$ cat config.mk
export PLATFORM = sky130hd
export DESIGN_NAME = mem_access_unit
export DESIGN_NICKNAME = d
export VERILOG_FILES = /design/src/rtl/mem_pkg.sv /design/src/rtl/mem_align.sv /design/src/rtl/mem_access_unit.sv
export SDC_FILE = /design/constraint.sdc
export NUM_CORES = 1
export LEC_CHECK = 0
export ABC_AREA = 1
export BUFFER_PORTS_ARGS = -buffer_cell sky130_fd_sc_hd__buf_4
export CAP_MARGIN = 30
export CORE_AREA = 2 2 151 153
export DETAILED_ROUTE_END_ITERATION = 16
export DIE_AREA = 0 0 153 155
export RECOVER_POWER = 50
export SLEW_MARGIN = 20
export SYNTH_ARGS = -nofsm -noshare
export SYNTH_HDL_FRONTEND = slang
export SYNTH_SLANG_ARGS = --single-unit
$ cat constraint.sdc
create_clock -name clk -period 2 [get_ports clk]
set_clock_uncertainty 0.15 [all_clocks]
set_input_delay 0.2 -clock clk [delete_from_list [all_inputs] [get_ports clk]]
set_output_delay 0.2 -clock clk [all_outputs]
set_load 0.05 [all_outputs]
$ cat src/rtl/mem_pkg.sv
// Shared definitions for the MEM-stage data-memory access unit: op encodings,
// default address limit and fault-FSM state codes.
package mem_pkg;

  localparam logic [3:0] MEM_NONE = 4'd0;
  localparam logic [3:0] MEM_LW   = 4'd1;
  localparam logic [3:0] MEM_LH   = 4'd2;
  localparam logic [3:0] MEM_LHU  = 4'd3;
  localparam logic [3:0] MEM_LB   = 4'd4;
  localparam logic [3:0] MEM_LBU  = 4'd5;
  localparam logic [3:0] MEM_SW   = 4'd6;
  localparam logic [3:0] MEM_SH   = 4'd7;
  localparam logic [3:0] MEM_SB   = 4'd8;

  // First illegal byte address: 2^20 words of data memory.
  localparam logic [31:0] ADDR_LIMIT_DEFAULT = 32'h0040_0000;

  localparam logic [0:0] ERR_IDLE     = 1'b0;
  localparam logic [0:0] ERR_CAPTURED = 1'b1;

  function automatic logic is_load(input logic [3:0] op);
    return (op == MEM_LW) || (op == MEM_LH) || (op == MEM_LHU) ||
           (op == MEM_LB) || (op == MEM_LBU);
  endfunction

  function automatic logic is_store(input logic [3:0] op);
    return (op == MEM_SW) || (op == MEM_SH) || (op == MEM_SB);
  endfunction

endpackage

$ cat src/rtl/mem_align.sv
// Combinational datapath: alignment/range check, sub-word store merge into the
// read word, and load extraction with sign/zero extension.
module mem_align
  import mem_pkg::*;
#(
  parameter logic [31:0] ADDR_LIMIT = ADDR_LIMIT_DEFAULT
) (
  input  logic [3:0]  op,
  input  logic [31:0] addr,
  input  logic [31:0] wdata,
  input  logic [31:0] rdata,
  output logic        fault_cond,
  output logic [31:0] wd,
  output logic [31:0] ld_data
);

  logic [7:0]  byte_sel;
  logic [15:0] half_sel;

  always_comb begin
    fault_cond = 1'b0;
    case (op)
      MEM_LW, MEM_SW:          fault_cond = (addr[1:0] != 2'b00);
      MEM_LH, MEM_LHU, MEM_SH: fault_cond = addr[0];
      default:                 fault_cond = 1'b0;
    endcase
    if ((is_load(op) || is_store(op)) && (addr >= ADDR_LIMIT)) begin
      fault_cond = 1'b1;
    end
  end

  always_comb begin
    byte_sel = rdata[7:0];
    case (addr[1:0])
      2'd0: byte_sel = rdata[7:0];
      2'd1: byte_sel = rdata[15:8];
      2'd2: byte_sel = rdata[23:16];
      2'd3: byte_sel = rdata[31:24];
      default: byte_sel = rdata[7:0];
    endcase
    half_sel = addr[1] ? rdata[31:16] : rdata[15:0];
  end

  // Sub-word stores are read-modify-write against the current memory word.
  always_comb begin
    wd = rdata;
    case (op)
      MEM_SW: wd = wdata;
      MEM_SH: wd = addr[1] ? {wdata[15:0], rdata[15:0]} : {rdata[31:16], wdata[15:0]};
      MEM_SB: begin
        case (addr[1:0])
          2'd0: wd = {rdata[31:8], wdata[7:0]};
          2'd1: wd = {rdata[31:16], wdata[7:0], rdata[7:0]};
          2'd2: wd = {rdata[31:24], wdata[7:0], rdata[15:0]};
          2'd3: wd = {wdata[7:0], rdata[23:0]};
          default: wd = rdata;
        endcase
      end
      default: wd = rdata;
    endcase
  end

  always_comb begin
    ld_data = 32'h0;
    case (op)
      MEM_LW:  ld_data = rdata;
      MEM_LH:  ld_data = {{16{half_sel[15]}}, half_sel};
      MEM_LHU: ld_data = {16'h0, half_sel};
      MEM_LB:  ld_data = {{24{byte_sel[7]}}, byte_sel};
      MEM_LBU: ld_data = {24'h0, byte_sel};
      default: ld_data = 32'h0;
    endcase
  end

endmodule

$ cat src/rtl/mem_access_unit.sv
// MEM-stage controller: drives the data-memory port, owns the MEM/WB register
// and the first-fault capture FSM with a saturating fault counter.
module mem_access_unit
  import mem_pkg::*;
#(
  parameter logic [31:0] ADDR_LIMIT = ADDR_LIMIT_DEFAULT,
  parameter int          ERR_CNT_W  = 8
) (
  input  logic                 clk,
  input  logic                 reset,
  input  logic                 req_valid,
  input  logic [3:0]           req_op,
  input  logic [31:0]          req_addr,
  input  logic [31:0]          req_wdata,
  input  logic [31:0]          req_pc,
  input  logic [4:0]           req_rd,
  input  logic                 stall,
  input  logic                 flush,
  input  logic                 err_clr,
  output logic [31:0]          dm_a,
  output logic [31:0]          dm_wd,
  output logic                 dm_we,
  output logic [31:0]          dm_pc,
  input  logic [31:0]          dm_rd,
  output logic                 wb_valid,
  output logic [4:0]           wb_rd,
  output logic [31:0]          wb_data,
  output logic [31:0]          wb_pc,
  output logic                 err_valid,
  output logic [31:0]          err_pc,
  output logic [31:0]          err_badaddr,
  output logic                 err_store,
  output logic [ERR_CNT_W-1:0] err_count
);

  logic        fault_cond;
  logic [31:0] ld_data;
  logic        op_load;
  logic        op_store;
  logic        fault;
  logic        advance;
  logic        counted_fault;
  logic [0:0]  err_state;

  mem_align #(.ADDR_LIMIT(ADDR_LIMIT)) u_align (
    .op         (req_op),
    .addr       (req_addr),
    .wdata      (req_wdata),
    .rdata      (dm_rd),
    .fault_cond (fault_cond),
    .wd         (dm_wd),
    .ld_data    (ld_data)
  );

  // A request advances when it is neither stalled nor flushed; only an
  // advancing request writes memory, counts a fault or fills MEM/WB.
  always_comb begin
    op_load       = is_load(req_op);
    op_store      = is_store(req_op);
    fault         = req_valid & (op_load | op_store) & fault_cond;
    advance       = ~stall & ~flush;
    counted_fault = fault & advance;
    dm_we         = req_valid & op_store & ~fault & advance & reset;
    dm_a          = {req_addr[31:2], 2'b00};
    dm_pc         = req_pc;
    err_valid     = (err_state == ERR_CAPTURED);
  end

  always_ff @(posedge clk) begin
    if (!reset) begin
      wb_valid <= 1'b0;
      wb_rd    <= 5'd0;
      wb_data  <= 32'h0;
      wb_pc    <= 32'h0;
    end else if (flush) begin
      wb_valid <= 1'b0;
      wb_rd    <= 5'd0;
      wb_data  <= 32'h0;
      wb_pc    <= req_pc;
    end else if (!stall) begin
      wb_valid <= req_valid & (op_load | op_store);
      wb_rd    <= (req_valid & op_load & ~fault) ? req_rd : 5'd0;
      wb_data  <= (req_valid & op_load) ? ld_data : 32'h0;
      wb_pc    <= req_pc;
    end
  end

  // A new fault in the same cycle as err_clr wins over the clear.
  always_ff @(posedge clk) begin
    if (!reset) begin
      err_state   <= ERR_IDLE;
      err_pc      <= 32'h0;
      err_badaddr <= 32'h0;
      err_store   <= 1'b0;
    end else if (counted_fault && (err_state == ERR_IDLE || err_clr)) begin
      err_state   <= ERR_CAPTURED;
      err_pc      <= req_pc;
      err_badaddr <= req_addr;
      err_store   <= op_store;
    end else if (err_clr) begin
      err_state   <= ERR_IDLE;
      err_pc      <= 32'h0;
      err_badaddr <= 32'h0;
      err_store   <= 1'b0;
    end
  end

  always_ff @(posedge clk) begin
    if (!reset) begin
      err_count <= '0;
    end else if (counted_fault && (err_count != {ERR_CNT_W{1'b1}})) begin
      err_count <= err_count + 1'b1;
    end
  end

endmodule

==> impl_metrics.toml, run 1 <==
[timing]
tightest_slew_ps = 825
finalCritPeriodShare_pct = 95.3
tns_ps = 0
fmax_mhz = 525
layout_setup_ws_ps = 93.5
slew_violations = 0
hold_viol = 0
setup_viol = 0
grt_setup_unrepaired = "no"
slew_headroom_pct = 45.0
fin_crit_ps = 1910

[place]
gp_congestion = 0.936
dp_slack_ps = -70.8
io_buffers = 381
dp_hpwl_um = 23000

[yosys]
syn_area_mm2 = 0.00745
avgSynthCellArea_um2 = 7.06
ys_types = 31
synth_top_area_share_pct = 38.7
yosys_warnings = 0
synth_area_leaders = "dfxtp_1, nand2_1, buf_4"
synth.largest_area_cell = "dfxtp_1"
ys_seq_elements = 144
yosysSeqAreaShare_pct = 38.7
synthCells = 1055

[critical_path]
startpoint_type = "primary input"
crit_arrival_ps = 1560
cp.required_ps = 1650
critPathMaxFanout = 8
worstSetupPathType = "primary input to output port"
end_kind = "output port"

[clocking]
h-tree-depth = 4
cts_made_buffers = 17
clockBufferDepth = 2
cts_root_buffer = "clkbuf_16"
path_clk_slew_ps = 60
clock_sinks = 144
clock_latency_ps = 420
cts_tree = "built"

[die]
ioPinCount = 384
rows = 55
start_util_pct = 33.5
core-area_mm2 = 0.0222
fp.dieW_um = 153
fp.dieH_um = 155
dieArea_mm2 = 0.0237

[route]
drc = 0
dr.pass1.iters = 7
routedWlPerCell_um = 18.0
vias = 8977
first_iter_violations = 697
avgViaCountPerCell = 5.19
routed_wl_um = 31200
postRouteAntennaNets = 0

[grt]
antenna_found_initial = 2
grt_first_pass_wirelength_um = 47400
grt_overflow_total = 0
grt_max_degree = 74
grt_util_all_layers_pct = 25.1
grt_pass1_vias = 8462

[pwr]
p_sw_mw = 2.73
worst_ir_drop_vdd_mv = 0.444
sw_frac_of_total_pct = 32.9
cellInternalPower_mw = 5.57
power_density_mw_per_mm2 = 740
p_leak_nw = 4.60
pwr-share-clk_pct = 40.8
p_seq_share_pct = 35.8
combPwrFrac_pct = 23.4

[layout]
regArea_mm2 = 0.00288
final_nets = 1575
area_delta_synth_final_pct = 50.6
layout-drive-gt1-share_pct = 24.7
fillers = 2307
multi_input_comb_area_mm2 = 0.00364

[run_status]
status = "completed"

[job]
maxCapViolCount = 0

[hold_path]
hp-class = "primary input to register"
==> cell usage after synthesis <==
cell type	n
conb_1	1
nor3_1	2
a21oi_1	119
ha_1	1
nand3_1	100
nand4_1	76
o2111ai_1	5
and3_1	1
inv_2	5
buf_1	4
nand2_2	3
buf_4	83
xnor2_1	3
o221ai_1	9
o211ai_1	26
o21ai_2	1
a21oi_2	1
o21ai_1	6
nor2_1	89
o21ai_0	80
clkinv_1	2
xor2_1	3
inv_1	45
nand2_4	1
nand2_1	182
nor2_2	1
dfxtp_1	144
clkbuf_1	53
buf_2	5
a32oi_1	3
nand3_2	1
==> path summary, 6_finish.rpt <==
path / slack (ps) / end / cells past startpoint / startpoint
worst max-delay path: 90 / dm_wd[20] / 10 / req_op[3]
worst min-delay path: 2 / err_badaddr[1] / 3 / req_addr[1]
worst max register to register: 240 / err_count[6] / 7 / err_count[1]
worst min register to register: 310 / wb_data[14] / 2 / wb_data[14]
==> power groups by stage <==
stage          combinational (mW)  sequential, mW  clock (mW)
3_5_place_dp                 1.90            3.04           0
6_report                     1.94            2.97        3.39
2_1_floorplan               0.947            3.29           0
3_3_place_gp                 1.90            3.04           0
4_1_cts                      2.01            2.98        3.46
5_1_grt                      2.05            2.98        3.59
==> layout make-up <==
| cell class | instances | share of cell area (%) |
|---|---|---|
| tap | 285 | 3.18 |
| sequential | 144 | 25.7 |
| timing repair buffer | 501 | 31.4 |
| multi-input combinational | 715 | 32.4 |
| clock buffer | 17 | 3.79 |
| inverter | 52 | 1.77 |
| clock inverter | 15 | 1.74 |
| antenna | 2 | 0.0446 |
==> sequential cells by signal (all words and copies together), names as in the netlist, 5 cells and up <==
register and flops:
err_count 8, wb_data 32, wb_rd 5, wb_pc 32, err_badaddr 32, err_pc 32
==> routing by layer <==
layer	GRT usage, %	up-vias	part of all wire [%]
met1	30.6	4169	41
li1	-	4340	-
met2	42.8	421	49
met4	9.26	0	2.9
met5	0	-	0
met3	6.57	47	7.4
==> critical path: stages <==
cell and delay [ps]:
buf_4 120, inv_1 100, nor2_1 70, nand2_2 100, buf_4 140, clkinvlp_4 110
a21oi_2 180, buf_4 220, o221ai_2 110, buf_4 200
==> through the flow <==
step	std cells	hold slack, ps	utilization (%)	cell area [um2]	total power [mW]
after floorplan	1056	186	-	7510	4.23
after global placement	1628	304	46.8	10400	4.94
after detailed placement	1628	307	46.8	10400	4.94
after CTS	1729	23.8	52.7	11700	8.44
after global routing	1729	16.7	50.5	11200	8.62
final	1731	1.93	50.5	11200	8.30
==> repair_timing <==
action	CTS	global route
gates resized for setup	2	11
hold buffers	69	0
buffers inserted	0	0
pin swaps	0	2
endpoints found under the setup margin	5	21
gates cloned	0	0
hold endpoints to repair	100	0
==> cells in the final DEF, fill, tap and decap left out, types with 3 or more instances in the layout <==
master         synthesis  layout
inv_2                  5       7
o211ai_1              26      26
dfxtp_1              144     144
o21ai_1                6       6
dlygate4sd3_1          0      69
xor2_1                 3       3
inv_8                  0       3
nand2_2                3       6
nand3_1              100      98
buf_4                 83     276
inv_1                 45      43
o2111ai_1              5       4
clkbuf_16              0      17
xnor2_1                3       3
inv_6                  0       6
nor2_1                89      89
nand4_1               76      76
bufinv_16              0       3
o221ai_2               0       8
o21ai_0               80      80
nand2_1              182     179
clkbuf_1              53     141
buf_6                  0       3
buf_12                 0       9
a21oi_1              119     118
==> kinds of logic after synthesis <==
family,synth area share (%)
DFF,38.7
other,0.0503
xor gates and xnor gates,0.705
buffers and inverters,14.2
AOI/OAI and AO/OA,18.6
and+or+nand+nor,27.6
adders and majority gates,0.168
Power figures use the tool's default switching activity.
==> run 2: changes to the inputs <==
--- a/config.mk
+++ b/config.mk
@@ -11,7 +11,8 @@
 export CORE_AREA = 2 2 151 153
 export DETAILED_ROUTE_END_ITERATION = 16
 export DIE_AREA = 0 0 153 155
-export RECOVER_POWER = 50
+export RECOVER_POWER = 25
+export SKIP_CTS_REPAIR_TIMING = 1
 export SLEW_MARGIN = 20
 export SYNTH_ARGS = -nofsm -noshare
 export SYNTH_HDL_FRONTEND = slang
==> impl_metrics.toml, run 2 (synthesized netlist as in run 1, its figures left out) <==
[clocking]
h-tree-depth = 4
cts_tree = "built"
clockBufferDepth = 2
path_clk_slew_ps = 60
cts_root_buffer = "clkbuf_16"
cts_made_buffers = 17
clock_sinks = 144
clock_latency_ps = 420

[route]
avgViaCountPerCell = 5.18
vias = 8947
drc = 0
first_iter_violations = 725
routedWlPerCell_um = 18.0
dr.pass1.iters = 5
postRouteAntennaNets = 0
routed_wl_um = 31100

[grt]
grt_util_all_layers_pct = 24.4
antenna_found_initial = 2
grt_overflow_total = 0
grt_max_degree = 74
grt_pass1_vias = 8123
grt_first_pass_wirelength_um = 45800

[timing]
finalCritPeriodShare_pct = 95.5
timing.hold.ws_ps = -22.9
tightest_slew_ps = 815
fin_crit_ps = 1910
slew_headroom_pct = 45.7
grt_setup_unrepaired = "no"
setup_viol = 0
slew_violations = 0
hold_viol = 1
fmax_mhz = 524

[layout]
area_delta_synth_final_pct = 54.1
stdcell_count = 1728
final_nets = 1573
most-common-layout-cells = "buf_4, nand2_1, dfxtp_1"
final_common_cell = "buf_4"
layout-drive-gt1-share_pct = 30.0
final_util_pct = 51.7

[die]
fp.dieH_um = 155
dieArea_mm2 = 0.0237
rows = 55
core-area_mm2 = 0.0222
fp.dieW_um = 153
start_util_pct = 33.5
ioPinCount = 384

[pwr]
power_density_mw_per_mm2 = 725
worst_ir_drop_vdd_mv = 0.441
p_leak_nw = 4.91
power_mw = 8.33

[place]
dp_hpwl_um = 23000
gp_congestion = 0.936
io_buffers = 381
dp_cells = 1628

[critical_path]
end_kind = "output port"
cp.required_ps = 1650
startpoint_type = "primary input"
critPathMaxFanout = 8
crit_arrival_ps = 1560
worstSetupPathType = "primary input to output port"

[job]
maxCapViolCount = 0

[run_status]
status = "finished with violations"
violations = "negative hold slack"

[hold_path]
hp-class = "primary input to register"
[run 2: layout make-up]
type,instances,area (um2)
multi-input combinational,715,3640
fill,2239,10700
clock buffer,17,425
antenna,1,2.50
clock inverter,15,195
sequential,144,2880
tap,285,357
timing repair buffer,499,3780
inverter,52,199
[run 2: path summary, 6_finish.rpt]
check        slack [ps]  depth (start not counted)          from           end
max                  90                         10     req_op[3]     dm_wd[20]
min                 -20                          4         flush      wb_valid
max reg2reg         250                          7  err_count[1]  err_count[6]
min reg2reg         310                          2      wb_rd[3]      wb_rd[3]
[run 2: layer usage]
metal	part of all wire (%)	vias to the layer above	track usage, %
met5	0	-	0
met4	2.8	0	8.82
met3	8.6	45	6.88
met2	49	438	41.4
met1	40	4132	29.6
li1	-	4332	-
[run 2: metrics by stage]
stage / TNS, ps / cell area (um2) / worst slack (ps)
2_1_floorplan: -1950 / 7510 / -325
3_3_place_gp: -50.9 / 10400 / -50.9
3_5_place_dp: -70.8 / 10400 / -70.8
4_1_cts: -81.4 / 11000 / -74.0
5_1_grt: 0 / 11500 / 6.74
6_report: 0 / 11500 / 90.6
[run 2: power by group]
part | switching [mW] | internal [mW]
clock | 1.37 | 2.01
combinational | 1.32 | 0.648
sequential | 0.0361 | 2.94
total | 2.73 | 5.60
[run 2: worst max-delay path: stages]
cell and delay, ps:
buf_4 120, inv_1 100, nor2_1 60, nand2_2 100, buf_4 140, clkinvlp_4 110, a21oi_2 190, buf_4 220
o221ai_2 110, buf_4 200
==> run 3: changes to the inputs <==
--- a/config.mk
+++ b/config.mk
@@ -8,9 +8,9 @@
 export ABC_AREA = 1
 export BUFFER_PORTS_ARGS = -buffer_cell sky130_fd_sc_hd__buf_4
 export CAP_MARGIN = 30
-export CORE_AREA = 2 2 151 153
+export CORE_AREA = 2 2 149 151
 export DETAILED_ROUTE_END_ITERATION = 16
-export DIE_AREA = 0 0 153 155
+export DIE_AREA = 0 0 151 153
 export RECOVER_POWER = 25
 export SKIP_CTS_REPAIR_TIMING = 1
 export SLEW_MARGIN = 20
==> constraint.sdc (replaced) <==
create_clock -name clk -period 2.2 [get_ports clk]
set_clock_uncertainty 0.15 [all_clocks]
set_input_delay 0.22 -clock clk [delete_from_list [all_inputs] [get_ports clk]]
set_output_delay 0.22 -clock clk [all_outputs]
set_load 0.05 [all_outputs]
==> impl_metrics.toml, run 3 (synthesized netlist as in run 1, its figures left out) <==
[grt]
grt_max_degree = 74
grt_pass1_vias = 7943
antenna_found_initial = 0
grt_overflow_total = 0
grt_util_all_layers_pct = 24.8
grt_first_pass_wirelength_um = 44800

[timing]
finalCritPeriodShare_pct = 92.4
fmax_mhz = 492
slew_violations = 0
grt_setup_unrepaired = "no"
timing.hold.ws_ps = -19.8
hold_viol = 2
slew_headroom_pct = 45.5
tightest_slew_ps = 818
fin_crit_ps = 2030
tns_ps = 0
setup_viol = 0

[die]
fp.dieH_um = 153
core-area_mm2 = 0.0215
rows = 54
fp.dieW_um = 151
dieArea_mm2 = 0.0231
ioPinCount = 384
start_util_pct = 34.7

[route]
routedWlPerCell_um = 18.3
postRouteAntennaNets = 0
avgViaCountPerCell = 5.14
drc = 0
first_iter_violations = 538
routed_wl_um = 31200
vias = 8768
dr.pass1.iters = 5

[layout]
fillers = 2215
final_util_pct = 51.7
final_common_cell = "buf_4"
regArea_mm2 = 0.00288
most-common-layout-cells = "buf_4, nand2_1, dfxtp_1"
area_delta_synth_final_pct = 49.1
multi_input_comb_area_mm2 = 0.00355
antenna_cells = 0
layout-drive-gt1-share_pct = 26.2
fin_area_mm2 = 0.0111
final_nets = 1557

[critical_path]
worstSetupPathType = "primary input to output port"
crit_top_cell = "buf_4"
critPathMaxFanout = 12
crit_buf_inv = 3
end_kind = "output port"
path_cells = "buf_4 -> nand2_1 -> clkinv_1 -> a32oi_1 -> o211ai_1 -> buf_4"
cp.required_ps = 1830
cp_top_family = "buffers and inverters"
slowest_stage = "a32oi_1"
startpoint_type = "primary input"
cpPeakStageDelay_ps = 400
crit_arrival_ps = 1660

[place]
io_buffers = 381
placed_area_mm2 = 0.0102
dp_hpwl_um = 22500
gp_congestion = 0.935

[run_status]
status = "finished with violations"
violations = "negative hold slack"

[clocking]
cts_root_buffer = "clkbuf_16"
clock_latency_ps = 410
h-tree-depth = 4
clock_sinks = 144
path_clk_slew_ps = 60
clockBufferDepth = 2
cts_tree = "built"
cts_made_buffers = 17

[pwr]
worst_ir_drop_vdd_mv = 0.396
power_mw = 7.37
power_density_mw_per_mm2 = 663
p_leak_nw = 4.66

[job]
maxCapViolCount = 0

[hold_path]
hp-class = "primary input to register"
-- run 3: cell count changes in the layout (fill, tap and decap cells not counted), moves of 3 or more --
cell | previous run | this run
buf_4 | 353 | 315
clkbuf_1 | 65 | 94
o221ai_1 | 1 | 9
o221ai_2 | 8 | 0
inv_6 | 6 | 2
clkbuf_8 | 0 | 3
clkinvlp_4 | 1 | 4
inv_8 | 3 | 0
-- run 3: worst paths after layout --
path / endpoint / start / slack (ps) / cells past startpoint
hold / removal: err_badaddr[28] / req_addr[28] / -20 / 3
setup reg to reg: err_count[7] / err_count[1] / 420 / 7
setup / recovery: dm_wd[24] / req_addr[1] / 170 / 6
hold reg to reg: wb_data[31] / wb_data[31] / 310 / 2
-- run 3: worst register-to-register path, cell delays in order (launching register included) --
cell,delay (ps)
dfxtp_1,390
ha_1,250
nand4_1,160
nor2_1,120
nand2_1,190
nand3_2,250
nand2_1,80
a21oi_1,130
-- run 3: layout make-up --
class | count | share of cell area [%]
well taps | 280 | 3.15
clock inverters | 11 | 1.17
multi-input cells | 715 | 31.9
repair buffers | 483 | 31.8
clock buffers | 20 | 4.20
inverters | 52 | 1.76
flip-flops and latches | 144 | 25.9
-- run 3: stage by stage --
step                      setup slack [ps]  instances
final                                  166       1705
after global routing                  51.2       1705
after CTS                              183       1639
after detailed placement               183       1608
after global placement                 177       1608
after floorplan                       -165       1056
-- run 3: power breakdown --
group	switching, mW	internal [mW]
Sequential	0.0307	2.67
Combinational	1.20	0.556
Clock	1.15	1.76
Total	2.38	4.99
-- run 3: routing by layer --
layer  track usage [%]  wire length (um)  vias up
li1                  -                 -     4286
met3              6.18              2500       53
met1              29.7             12500     4038
met4              9.21               850        0
met2              42.8             15300      391
met5                 0                 0        -
